===== src/rtl/lcd_power_sequencer_pkg.sv =====
// -----------------------------------------------------------------------------
// lcd_pwr_pkg
// Shared types and defaults for the LCD power sequencer.
//   lcd_pwr_state_t : sequencer FSM states
//   DEF_*           : default timing / width parameters
//   max_of()        : helper used to size the shared down-counter
// -----------------------------------------------------------------------------
package lcd_pwr_pkg;

    typedef enum logic [2:0] {
        ST_OFF   = 3'd0,
        ST_RST   = 3'd1,
        ST_WAKE  = 3'd2,
        ST_VIDEO = 3'd3,
        ST_ON    = 3'd4,
        ST_BLOFF = 3'd5,
        ST_STOP  = 3'd6
    } lcd_pwr_state_t;

    localparam int DEF_RST_CYCLES    = 70000;
    localparam int DEF_WAKE_CYCLES   = 700000;
    localparam int DEF_SETTLE_FRAMES = 2;
    localparam int DEF_BL_OFF_FRAMES = 1;
    localparam int DEF_STOP_CYCLES   = 70000;
    localparam int DEF_PWM_W         = 8;

    function automatic int max_of(input int a, input int b);
        return (a > b) ? a : b;
    endfunction

endpackage


===== src/rtl/lcd_power_sequencer_if.sv =====
// -----------------------------------------------------------------------------
// lcd_power_sequencer_if
// Control/status bundle between the panel power sequencer and its environment.
//   power_req   : level, 1 = panel on requested
//   frame_tick  : one-cycle pulse per frame from the timing generator
//   brightness  : backlight duty (PWM build only)
//   lcd_reset_n : panel reset, active-low
//   video_en    : timing generator / pixel output enable
//   lcd_bl      : backlight enable or PWM
//   ready       : panel fully on
// Modports: master = environment side, slave = sequencer side.
// -----------------------------------------------------------------------------
interface lcd_power_sequencer_if
    import lcd_pwr_pkg::*;
#(
    parameter int PWM_W = DEF_PWM_W
);
    logic             power_req;
    logic             frame_tick;
    logic [PWM_W-1:0] brightness;
    logic             lcd_reset_n;
    logic             video_en;
    logic             lcd_bl;
    logic             ready;

    modport master (
        output power_req, frame_tick, brightness,
        input  lcd_reset_n, video_en, lcd_bl, ready
    );

    modport slave (
        input  power_req, frame_tick, brightness,
        output lcd_reset_n, video_en, lcd_bl, ready
    );
endinterface


===== src/rtl/lcd_bl_pwm.sv =====
// -----------------------------------------------------------------------------
// lcd_bl_pwm
// Backlight PWM: free-running counter, brightness latch, duty compare.
//   clk          : pixel clock
//   rst          : synchronous active-high reset (counter and latch to 0)
//   en_i         : backlight allowed (sequencer in ON)
//   brightness_i : requested duty, out of 2^PWM_W
//   pwm_o        : en_i && (counter < latched brightness)
// Used only when LCD_BL_PWM_EN is defined.
// -----------------------------------------------------------------------------
module lcd_bl_pwm #(
    parameter int PWM_W = 8
) (
    input  logic             clk,
    input  logic             rst,
    input  logic             en_i,
    input  logic [PWM_W-1:0] brightness_i,
    output logic             pwm_o
);
    logic [PWM_W-1:0] cnt_q;
    logic [PWM_W-1:0] cnt_d;
    logic [PWM_W-1:0] lat_q;
    logic [PWM_W-1:0] lat_d;

    always_comb begin
        cnt_d = cnt_q + PWM_W'(1);
        lat_d = lat_q;
        // Capture on the wrapping edge so the new value is already in place
        // for the whole period that starts at counter 0; a change mid-period
        // therefore takes effect only from the next wrap.
        if (cnt_q == '1) begin
            lat_d = brightness_i;
        end
    end

    always_ff @(posedge clk) begin
        if (rst) begin
            cnt_q <= '0;
            lat_q <= '0;
        end else begin
            cnt_q <= cnt_d;
            lat_q <= lat_d;
        end
    end

    assign pwm_o = en_i && (cnt_q < lat_q);

endmodule


===== src/rtl/lcd_power_sequencer.sv =====
// -----------------------------------------------------------------------------
// lcd_power_sequencer
// Sequences LCD panel power-up / power-down: panel reset, video enable and
// backlight, each released only after the previous stage has settled.
//   pclk : pixel clock (only clock)
//   rst  : synchronous active-high reset; abrupt stop to OFF
//   bus  : lcd_power_sequencer_if.slave (power_req, frame_tick, brightness in;
//          lcd_reset_n, video_en, lcd_bl, ready out)
// Optional feature macro: LCD_BL_PWM_EN -- backlight driven by a PWM whose
// duty follows brightness; without it lcd_bl is simply high in ON.
// -----------------------------------------------------------------------------
module lcd_power_sequencer
    import lcd_pwr_pkg::*;
#(
    parameter int RST_CYCLES    = DEF_RST_CYCLES,
    parameter int WAKE_CYCLES   = DEF_WAKE_CYCLES,
    parameter int SETTLE_FRAMES = DEF_SETTLE_FRAMES,
    parameter int BL_OFF_FRAMES = DEF_BL_OFF_FRAMES,
    parameter int STOP_CYCLES   = DEF_STOP_CYCLES,
    parameter int PWM_W         = DEF_PWM_W
) (
    input  logic                  pclk,
    input  logic                  rst,
    lcd_power_sequencer_if.slave  bus
);
    // One shared down-counter serves both cycle and frame waits, so it is
    // sized for the largest of all the wait parameters.
    localparam int MAX_WAIT = max_of(max_of(max_of(RST_CYCLES, WAKE_CYCLES),
                                            max_of(STOP_CYCLES, SETTLE_FRAMES)),
                                     BL_OFF_FRAMES);
    localparam int CNT_W = $clog2(MAX_WAIT) + 1;

    // Loaded with N-1: the state is left on the edge that sees 0, i.e. after
    // exactly N cycles (or N counted ticks).
    localparam logic [CNT_W-1:0] RST_LD    = CNT_W'(RST_CYCLES - 1);
    localparam logic [CNT_W-1:0] WAKE_LD   = CNT_W'(WAKE_CYCLES - 1);
    localparam logic [CNT_W-1:0] SETTLE_LD = CNT_W'(SETTLE_FRAMES - 1);
    localparam logic [CNT_W-1:0] BLOFF_LD  = CNT_W'(BL_OFF_FRAMES - 1);
    localparam logic [CNT_W-1:0] STOP_LD   = CNT_W'(STOP_CYCLES - 1);
    localparam logic [CNT_W-1:0] CNT_ONE   = CNT_W'(1);

    lcd_pwr_state_t   state_q;
    lcd_pwr_state_t   state_d;
    logic [CNT_W-1:0] cnt_q;
    logic [CNT_W-1:0] cnt_d;
    logic             cnt_zero;
    logic             req;
    logic             tick;
    logic             bl_en;

    assign req      = bus.power_req;
    assign tick     = bus.frame_tick;
    assign cnt_zero = (cnt_q == '0);

    always_ff @(posedge pclk) begin
        if (rst) begin
            state_q <= ST_OFF;
            cnt_q   <= '0;
        end else begin
            state_q <= state_d;
            cnt_q   <= cnt_d;
        end
    end

    always_comb begin
        state_d = state_q;
        cnt_d   = cnt_q;
        case (state_q)
            ST_OFF: begin
                if (req) begin
                    state_d = ST_RST;
                    cnt_d   = RST_LD;
                end
            end
            ST_RST: begin
                if (!req) begin
                    state_d = ST_OFF;
                    cnt_d   = '0;
                end else if (cnt_zero) begin
                    state_d = ST_WAKE;
                    cnt_d   = WAKE_LD;
                end else begin
                    cnt_d = cnt_q - CNT_ONE;
                end
            end
            ST_WAKE: begin
                if (!req) begin
                    state_d = ST_OFF;
                    cnt_d   = '0;
                end else if (cnt_zero) begin
                    state_d = ST_VIDEO;
                    cnt_d   = SETTLE_LD;
                end else begin
                    cnt_d = cnt_q - CNT_ONE;
                end
            end
            ST_VIDEO: begin
                // Abort beats a coincident tick; backlight never came on,
                // so go straight to the video-stop wait.
                if (!req) begin
                    state_d = ST_STOP;
                    cnt_d   = STOP_LD;
                end else if (tick) begin
                    if (cnt_zero) begin
                        state_d = ST_ON;
                        cnt_d   = '0;
                    end else begin
                        cnt_d = cnt_q - CNT_ONE;
                    end
                end
            end
            ST_ON: begin
                if (!req) begin
                    state_d = ST_BLOFF;
                    cnt_d   = BLOFF_LD;
                end
            end
            ST_BLOFF: begin
                // Shutdown runs to completion regardless of power_req.
                if (tick) begin
                    if (cnt_zero) begin
                        state_d = ST_STOP;
                        cnt_d   = STOP_LD;
                    end else begin
                        cnt_d = cnt_q - CNT_ONE;
                    end
                end
            end
            ST_STOP: begin
                if (cnt_zero) begin
                    state_d = ST_OFF;
                    cnt_d   = '0;
                end else begin
                    cnt_d = cnt_q - CNT_ONE;
                end
            end
            default: begin
                state_d = ST_OFF;
                cnt_d   = '0;
            end
        endcase
    end

    // Moore outputs decoded from the state register, so they move on the
    // same edge as the state.
    always_comb begin
        bus.lcd_reset_n = 1'b0;
        bus.video_en    = 1'b0;
        bus.ready       = 1'b0;
        bl_en           = 1'b0;
        case (state_q)
            ST_WAKE, ST_STOP: begin
                bus.lcd_reset_n = 1'b1;
            end
            ST_VIDEO, ST_BLOFF: begin
                bus.lcd_reset_n = 1'b1;
                bus.video_en    = 1'b1;
            end
            ST_ON: begin
                bus.lcd_reset_n = 1'b1;
                bus.video_en    = 1'b1;
                bus.ready       = 1'b1;
                bl_en           = 1'b1;
            end
            default: begin
                bus.lcd_reset_n = 1'b0;
            end
        endcase
    end

`ifdef LCD_BL_PWM_EN
    lcd_bl_pwm #(
        .PWM_W (PWM_W)
    ) u_bl_pwm (
        .clk          (pclk),
        .rst          (rst),
        .en_i         (bl_en),
        .brightness_i (bus.brightness),
        .pwm_o        (bus.lcd_bl)
    );
`else
    assign bus.lcd_bl = bl_en;
`endif

endmodule


===== src/flat_wrapper.sv =====
// flat-port wrapper written by rule: the top's interface ports become plain ports
module lcd_power_sequencer_flat import lcd_pwr_pkg::*;
#(
    parameter int RST_CYCLES    = DEF_RST_CYCLES,
    parameter int WAKE_CYCLES   = DEF_WAKE_CYCLES,
    parameter int SETTLE_FRAMES = DEF_SETTLE_FRAMES,
    parameter int BL_OFF_FRAMES = DEF_BL_OFF_FRAMES,
    parameter int STOP_CYCLES   = DEF_STOP_CYCLES,
    parameter int PWM_W         = DEF_PWM_W
)
  (pclk, rst, bus_power_req, bus_frame_tick, bus_brightness, bus_lcd_reset_n, bus_video_en, bus_lcd_bl, bus_ready);
  lcd_power_sequencer_if #(.PWM_W(PWM_W)) bus_i ();
  input  logic pclk;
  input  logic rst;
  input wire logic [$bits(bus_i.power_req)-1:0] bus_power_req;
  input wire logic [$bits(bus_i.frame_tick)-1:0] bus_frame_tick;
  input wire logic [$bits(bus_i.brightness)-1:0] bus_brightness;
  output wire logic [$bits(bus_i.lcd_reset_n)-1:0] bus_lcd_reset_n;
  output wire logic [$bits(bus_i.video_en)-1:0] bus_video_en;
  output wire logic [$bits(bus_i.lcd_bl)-1:0] bus_lcd_bl;
  output wire logic [$bits(bus_i.ready)-1:0] bus_ready;
  assign bus_i.power_req = bus_power_req;
  assign bus_i.frame_tick = bus_frame_tick;
  assign bus_i.brightness = bus_brightness;
  assign bus_lcd_reset_n = bus_i.lcd_reset_n;
  assign bus_video_en = bus_i.video_en;
  assign bus_lcd_bl = bus_i.lcd_bl;
  assign bus_ready = bus_i.ready;
  lcd_power_sequencer #(.RST_CYCLES(RST_CYCLES), .WAKE_CYCLES(WAKE_CYCLES), .SETTLE_FRAMES(SETTLE_FRAMES), .BL_OFF_FRAMES(BL_OFF_FRAMES), .STOP_CYCLES(STOP_CYCLES), .PWM_W(PWM_W)) u_core (.pclk(pclk), .rst(rst), .bus(bus_i));
endmodule

===== config.mk =====
export PLATFORM = sky130hd
export DESIGN_NAME = lcd_power_sequencer_flat
export DESIGN_NICKNAME = d
export VERILOG_FILES = /design/src/rtl/lcd_power_sequencer_pkg.sv /design/src/rtl/lcd_power_sequencer_if.sv /design/src/rtl/lcd_bl_pwm.sv /design/src/rtl/lcd_power_sequencer.sv /design/src/flat_wrapper.sv
export SDC_FILE = /design/constraint.sdc
export NUM_CORES = 1
export LEC_CHECK = 0
export ABC_AREA = 1
export ABC_CLOCK_PERIOD_IN_PS = 2700
export CAP_MARGIN = 10
export CORE_UTILIZATION = 45
export DETAILED_ROUTE_END_ITERATION = 16
export GPL_ROUTABILITY_DRIVEN = 0
export PLACE_DENSITY = 0.61
export SLEW_MARGIN = 30
export SYNTH_ARGS = -nofsm -noshare
export SYNTH_HDL_FRONTEND = slang
export SYNTH_HIERARCHICAL = 1
export SYNTH_SLANG_ARGS = --single-unit

===== constraint.sdc =====
create_clock -name pclk -period 2.7 [get_ports pclk]
set_clock_uncertainty 0.2 [all_clocks]
set_input_delay 0.405 -clock pclk [delete_from_list [all_inputs] [get_ports pclk]]
set_output_delay 0.405 -clock pclk [all_outputs]
set_load 0.02 [all_outputs]

==> impl_metrics.yaml, run 1 <==
clocking:
  clock-sinks: 24
  cts_buffers: 3
  clock_latency_ns: 0.27
  clk_pin_slew_worst_paths_ns: 0.09
  post_cts_resized: 0
  htree_levels: 1
  post_cts.repair.setup_buffers: 0
  cts_tree: "done"
  cts_hold_buffers: 0
  clockBufferDepth: 2
  cts-root-buf: "clkbuf_8"
worst_setup_path:
  cpMaxStageDelayCell: "clkdlybuf4s50_1"
  startpoint_type: "flip-flop"
  crit_arrival_ns: 1.89
  r2r_cells: 10
  path_cells: "inv_2, o21ai_0, nor2_1, nand2_1, clkdlybuf4s50_1"
  critPathMaxStageDelay_ns: 0.59
  regToRegSetupSlack_ns: 0.56
  cp_max_fo: 7
  criticalPathCategory: "flip-flop to output pin"
  timing.rr.end: "u_core/cnt_q[12]"
  timing.rr.start: "u_core/cnt_q[16]"
  required_ns: 2.10
  endpoint_kind: "output pin"
timing:
  setup_tns_ns: 0
  fin_hold_ws_ns: 0.2904
  slew_headroom: 0.7224
  slew_violations: 0
  worstMarginPinSlew_ns: 0.4132
  fin_crit_sh: 0.9245
  hold_viol: 0
  setup_viol: 0
  fmax_mhz: 400.6
  rsz0062_at_grt: "no"
  period_needed_ns: 2.496
synth:
  syn_inst: 297
  yosysMostFrequentCell: "nand2_1"
  synth_enable_flop_cells: 0
  synth_top_area_frac: 0.2657
  synth_area_um2: 1808
  synthFlopType: "dfxtp_1"
  yosys_warnings: 6
  yosysTopAreaCell: "dfxtp_1"
  ys_seq_area_frac: 0.2657
  synth_commonest_cells: "nand2_1 (94), nor2_1 (48), inv_1 (28)"
  async_flop_share: 0
  synth_area_leaders: "dfxtp_1 (27%), nand2_1 (20%), nor2_1 (10%)"
  synth-seq-cells: 24
  yosysUniqueCellTypes: 31
  synth_nets: 311
  avgSynthCellArea_um2: 6.087
run_status:
  status: "finished, final reports clean"
global_route:
  grt_pass1_vias: 1646
  grtUsageTotal: 0.2287
  grt_max_degree: 18
  grt_pass1_wl_um: 7583
  antenna_found_initial: 0
  overflow: 0
drt:
  routed_wl_um: 4242
  wl_per_cell_um: 12.02
  firstDrtPassIters: 4
  drtAntennaViolNets: 0
  remaining_drc_errors: 0
  post_drt_via_cell_ratio: 5.040
  first_iter_violations: 171
  vias: 1779
min_path:
  holdPathStages: 2
  hold_path_class: "flip-flop to flip-flop"
  whs_endpoint: "u_core/cnt_q[1]"
  hp-start: "u_core/cnt_q[1]"
flow_run:
  cap_violations: 0
placement:
  dp_hpwl_um: 3255
  port-buffer-count: 7
  dp_cells: 349
finish:
  multiInputGateArea_um2: 1166
  final_nets: 320
  diodes: 0
  final_cells: 353
  regArea_um2: 481.7
  layout-drive-gt1-share: 0.09180
  utilization: 0.5277
  syn_to_final_growth_pct: 9.273
  n_fill_cell: 407
die:
  start_util: 0.4830
  boundaryPins: 16
  die_w_um: 65.39
  core_area_um2: 3744
  die_area_um2: 4275
  die_h_um: 65.39
  rows: 22
power:
  power_density_nw_per_um2: 1460
  irDropWorstVdd_mv: 0.5522
  p_leak_nw: 0.9285
[worst max-delay path: cells and delay by family, from the launching register on]
kind	cells	cell delay, ns
buffers and inverters	2	0.70
DFF	1	0.48
AOI/OAI and AO/OA	1	0.31
and+or+nand+nor	2	0.13
[where the power goes]
| group | internal, W | switching (W) |
|---|---|---|
| registers | 0.000485 | 0.000163 |
| clock network | 0.000130 | 0.000121 |
| logic | 0.000726 | 0.00126 |
| total | 0.00134 | 0.00154 |
[state kept, by name (all words and copies together) (netlist names)]
| signal | count |
|---|---|
| u_core/state_q | 3 |
| u_core/cnt_q | 21 |
[layout make-up]
class,instances,share of cell area
Inverter,32,0.06080
Timing Repair Buffer,10,0.04687
Multi-Input combinational cell,235,0.5902
Clock buffer,4,0.02787
Sequential cell,24,0.2438
Tap cell,48,0.03040
[how the worst max path moves through the flow]
stage,endpoint,startpoint,depth (start not counted)
after floorplan,bus_lcd_reset_n,u_core/state_q[2],4
after detailed placement,u_core/cnt_q[9],bus_power_req,10
after CTS,bus_lcd_reset_n,u_core/state_q[1],7
final,bus_lcd_reset_n,u_core/state_q[2],5
after global routing,bus_lcd_reset_n,u_core/state_q[2],5
after global placement,u_core/cnt_q[10],bus_power_req,10
[per-stage QoR]
step           area (um^2)  power, W  setup slack [ns]
3_5_place_dp          1919  0.002631            0.3488
4_1_cts               1974  0.002891            0.1821
2_1_floorplan         1808  0.002245            0.7560
3_3_place_gp          1919  0.002623            0.3965
6_report              1976  0.002884            0.2037
5_1_grt               1976  0.003242           0.04529
[cells by family after synthesis]
| kind of cell | after synthesis | synth area share |
|---|---|---|
| and+or+nand+nor | 181 | 0.4311 |
| AOI/OAI and AO/OA | 38 | 0.1322 |
| buffers and inverters | 38 | 0.08927 |
| DFF | 24 | 0.2657 |
| xor gates and xnor gates | 14 | 0.06782 |
| adders and majority gates | 2 | 0.01384 |
[metal layers]
metal	up-vias	part of all wire	GRT usage
met3	4	0.034	0.02951
li1	962	-	-
met4	0	0.011	0.05978
met5	-	0	0
met1	781	0.52	0.3291
met2	32	0.43	0.3557
[cells in the final DEF, fill, tap and decap left out, types with 2 or more instances in the layout]
master and count:
nor2_2 4, nor3_1 2, nand4_1 3, inv_2 4, a21oi_1 19, nor2_1 48
nand2_1 94, o21ai_0 8, nand3_2 2, buf_4 3, ha_1 2, xor2_1 9
a211oi_1 2, nand2_2 5, inv_1 28, dfxtp_1 23, clkdlybuf4s50_1 7, xnor2_1 5
nand3_1 17, o21ai_1 2, clkbuf_8 4, nand3b_1 4
(Power assumes the default switching activity.)
==> run 2: changes to the inputs <==
ABC_AREA = unset   (was 1)
==> impl_metrics.yaml, run 2 <==
clocking:
  post_cts_resized: 0
  htree_levels: 1
  clk_pin_slew_worst_paths_ns: 0.09
  cts_tree: "done"
  clock_latency_ns: 0.27
  cts-root-buf: "clkbuf_8"
  clock-sinks: 24
  cts_buffers: 3
  clockBufferDepth: 2
  cts_hold_buffers: 0
  post_cts.repair.setup_buffers: 0
finish:
  final_common_cell: "nor2_1"
  largest_register: "u_core/cnt_q"
  final_nets: 248
  final_cells: 281
  syn_to_final_growth_pct: 12.15
  most-common-layout-cells: "nor2_1 (24), nand2_1 (23), dfxtp_1 (22)"
  largest_reg_flops: 21
  layout-drive-gt1-share: 0.1373
  diodes: 0
  largestRegisters: "u_core/cnt_q: 21 flops, u_core/state_q: 3 flops"
synth:
  yosys_warnings: 6
  ys_seq_area_frac: 0.2761
  synth_commonest_cells: "dfxtp_1 (24), nor2_1 (24), nand2_1 (23)"
  yosysUniqueCellTypes: 58
  synth_area_um2: 1740
  avgSynthCellArea_um2: 7.667
  synth_enable_flop_cells: 0
  syn_inst: 227
  synth_nets: 241
  synthFlopType: "dfxtp_1"
  async_flop_share: 0
  synth-seq-cells: 24
  yosysTopAreaCell: "dfxtp_1"
  synth_area_leaders: "dfxtp_1 (28%), nor2_1 (5.2%), nand2_1 (5.0%)"
  synth_top_area_frac: 0.2761
timing:
  setup_viol: 0
  fin_crit_sh: 0.9040
  hold_viol: 0
  setup_tns_ns: 0
  worstMarginPinSlew_ns: 0.5519
  slew_headroom: 0.6287
  fmax_mhz: 409.7
  slew_violations: 0
  rsz0062_at_grt: "no"
  period_needed_ns: 2.441
worst_setup_path:
  endpoint_kind: "output pin"
  startpoint_type: "flip-flop"
  criticalPathCategory: "flip-flop to output pin"
  cp_max_fo: 9
  required_ns: 2.10
  crit_arrival_ns: 1.84
power:
  p_leak_nw: 0.7528
  power_density_nw_per_um2: 910.6
  p_switching_w: 0.0007740
  power_frac_comb: 0.513
  power.share.clock: 0.180
  internal_power_w: 0.001003
  irDropWorstVdd_mv: 0.3634
  switching_share: 0.4355
  p_seq_frac: 0.306
drt:
  remaining_drc_errors: 0
  wl_per_cell_um: 16.07
  first_iter_violations: 143
  routed_wl_um: 4517
  post_drt_via_cell_ratio: 6.174
  drtAntennaViolNets: 0
  vias: 1735
  firstDrtPassIters: 4
flow_run:
  cap_violations: 0
global_route:
  grtUsageTotal: 0.2363
  grt_max_degree: 20
  grt_pass1_vias: 1672
  grt_pass1_wl_um: 7672
  overflow: 0
  antenna_found_initial: 0
placement:
  port-buffer-count: 7
  dp_cells: 277
  dp_hpwl_um: 3359
die:
  die_area_um2: 4120
  die_w_um: 64.19
  boundaryPins: 16
  rows: 22
  core_area_um2: 3689
  start_util: 0.4718
  die_h_um: 64.19
run_status:
  status: "finished, final reports clean"
min_path:
  hold_path_class: "flip-flop to flip-flop"
## run 2: cell types whose count changed after synthesis, moves of 5 or more
cell,delta
a21o_1,+5
clkbuf_1,+5
inv_1,-20
nand2_1,-71
nand2_2,-5
nand3_1,-11
nor2_1,-24
nor3_1,+8
nor4_1,+7
o21ai_0,+5
o31ai_1,+6
xor2_1,-5
## run 2: power by group through the flow
stage,sequential (W),combinational (W),clock (W)
detailed placement,0.000549,0.000895,0
floorplan,0.000502,0.000707,0
CTS,0.000541,0.000900,0.000328
finish,0.000544,0.000912,0.000321
global placement,0.000543,0.000882,0
global route,0.000559,0.00101,0.000342
## run 2: cells by family after synthesis
group / count (synthesis) / share of synthesized area
simple gates: 104 / 0.3264
compound gates: 67 / 0.2818
buf+inv: 21 / 0.05464
xor+xnor: 7 / 0.03523
flops: 24 / 0.2761
fa+ha+maj: 2 / 0.01438
mux: 2 / 0.01150
## run 2: per-stage QoR
| stage | total power, W | setup WS (ns) | cell area (um^2) | hold WS [ns] | util |
|---|---|---|---|---|---|
| after floorplan | 0.001209 | 0.5279 | 1740 | 0.2439 | - |
| after global placement | 0.001426 | 0.1762 | 1878 | 0.2562 | 0.5092 |
| after detailed placement | 0.001443 | 0.1492 | 1878 | 0.2843 | 0.5092 |
| after CTS | 0.001769 | 0.09487 | 1949 | 0.3095 | 0.5285 |
| after global routing | 0.001911 | 0.05001 | 1952 | 0.3244 | 0.5292 |
| final | 0.001777 | 0.2592 | 1952 | 0.3129 | 0.5292 |
## run 2: layer usage
layer	track usage	wire length [um]	vias to the layer above
met5	0	0	-
met4	0.1194	74	0
met3	0.02857	292	10
met2	0.3684	2136	64
met1	0.3186	2014	808
li1	-	-	853
## run 2: worst max-delay path, cell delays in order, from the launching register on
cell	delay [ns]
dfxtp_1	0.50
nand2_1	0.17
o21ai_0	0.25
clkdlybuf4s50_1	0.65
## run 2: worst paths after layout
| check | startpoint | endpoint | slack (ns) | cells after the start |
|---|---|---|---|---|
| setup / recovery | u_core/state_q[0] | bus_video_en | 0.26 | 3 |
| setup reg to reg | u_core/cnt_q[8] | u_core/cnt_q[19] | 0.28 | 6 |
| hold reg to reg | u_core/cnt_q[19] | u_core/cnt_q[19] | 0.31 | 1 |
| hold / removal | u_core/cnt_q[19] | u_core/cnt_q[19] | 0.31 | 1 |
## run 2: layout make-up
class	instances	area [um^2]
fill	374	1737
clock inverter	1	30.03
clock buffer	3	41.29
inverter	8	30.03
tap	48	60.06
timing repair buffer	15	142.6
sequential	24	483.0
multi-input combinational	182	1165
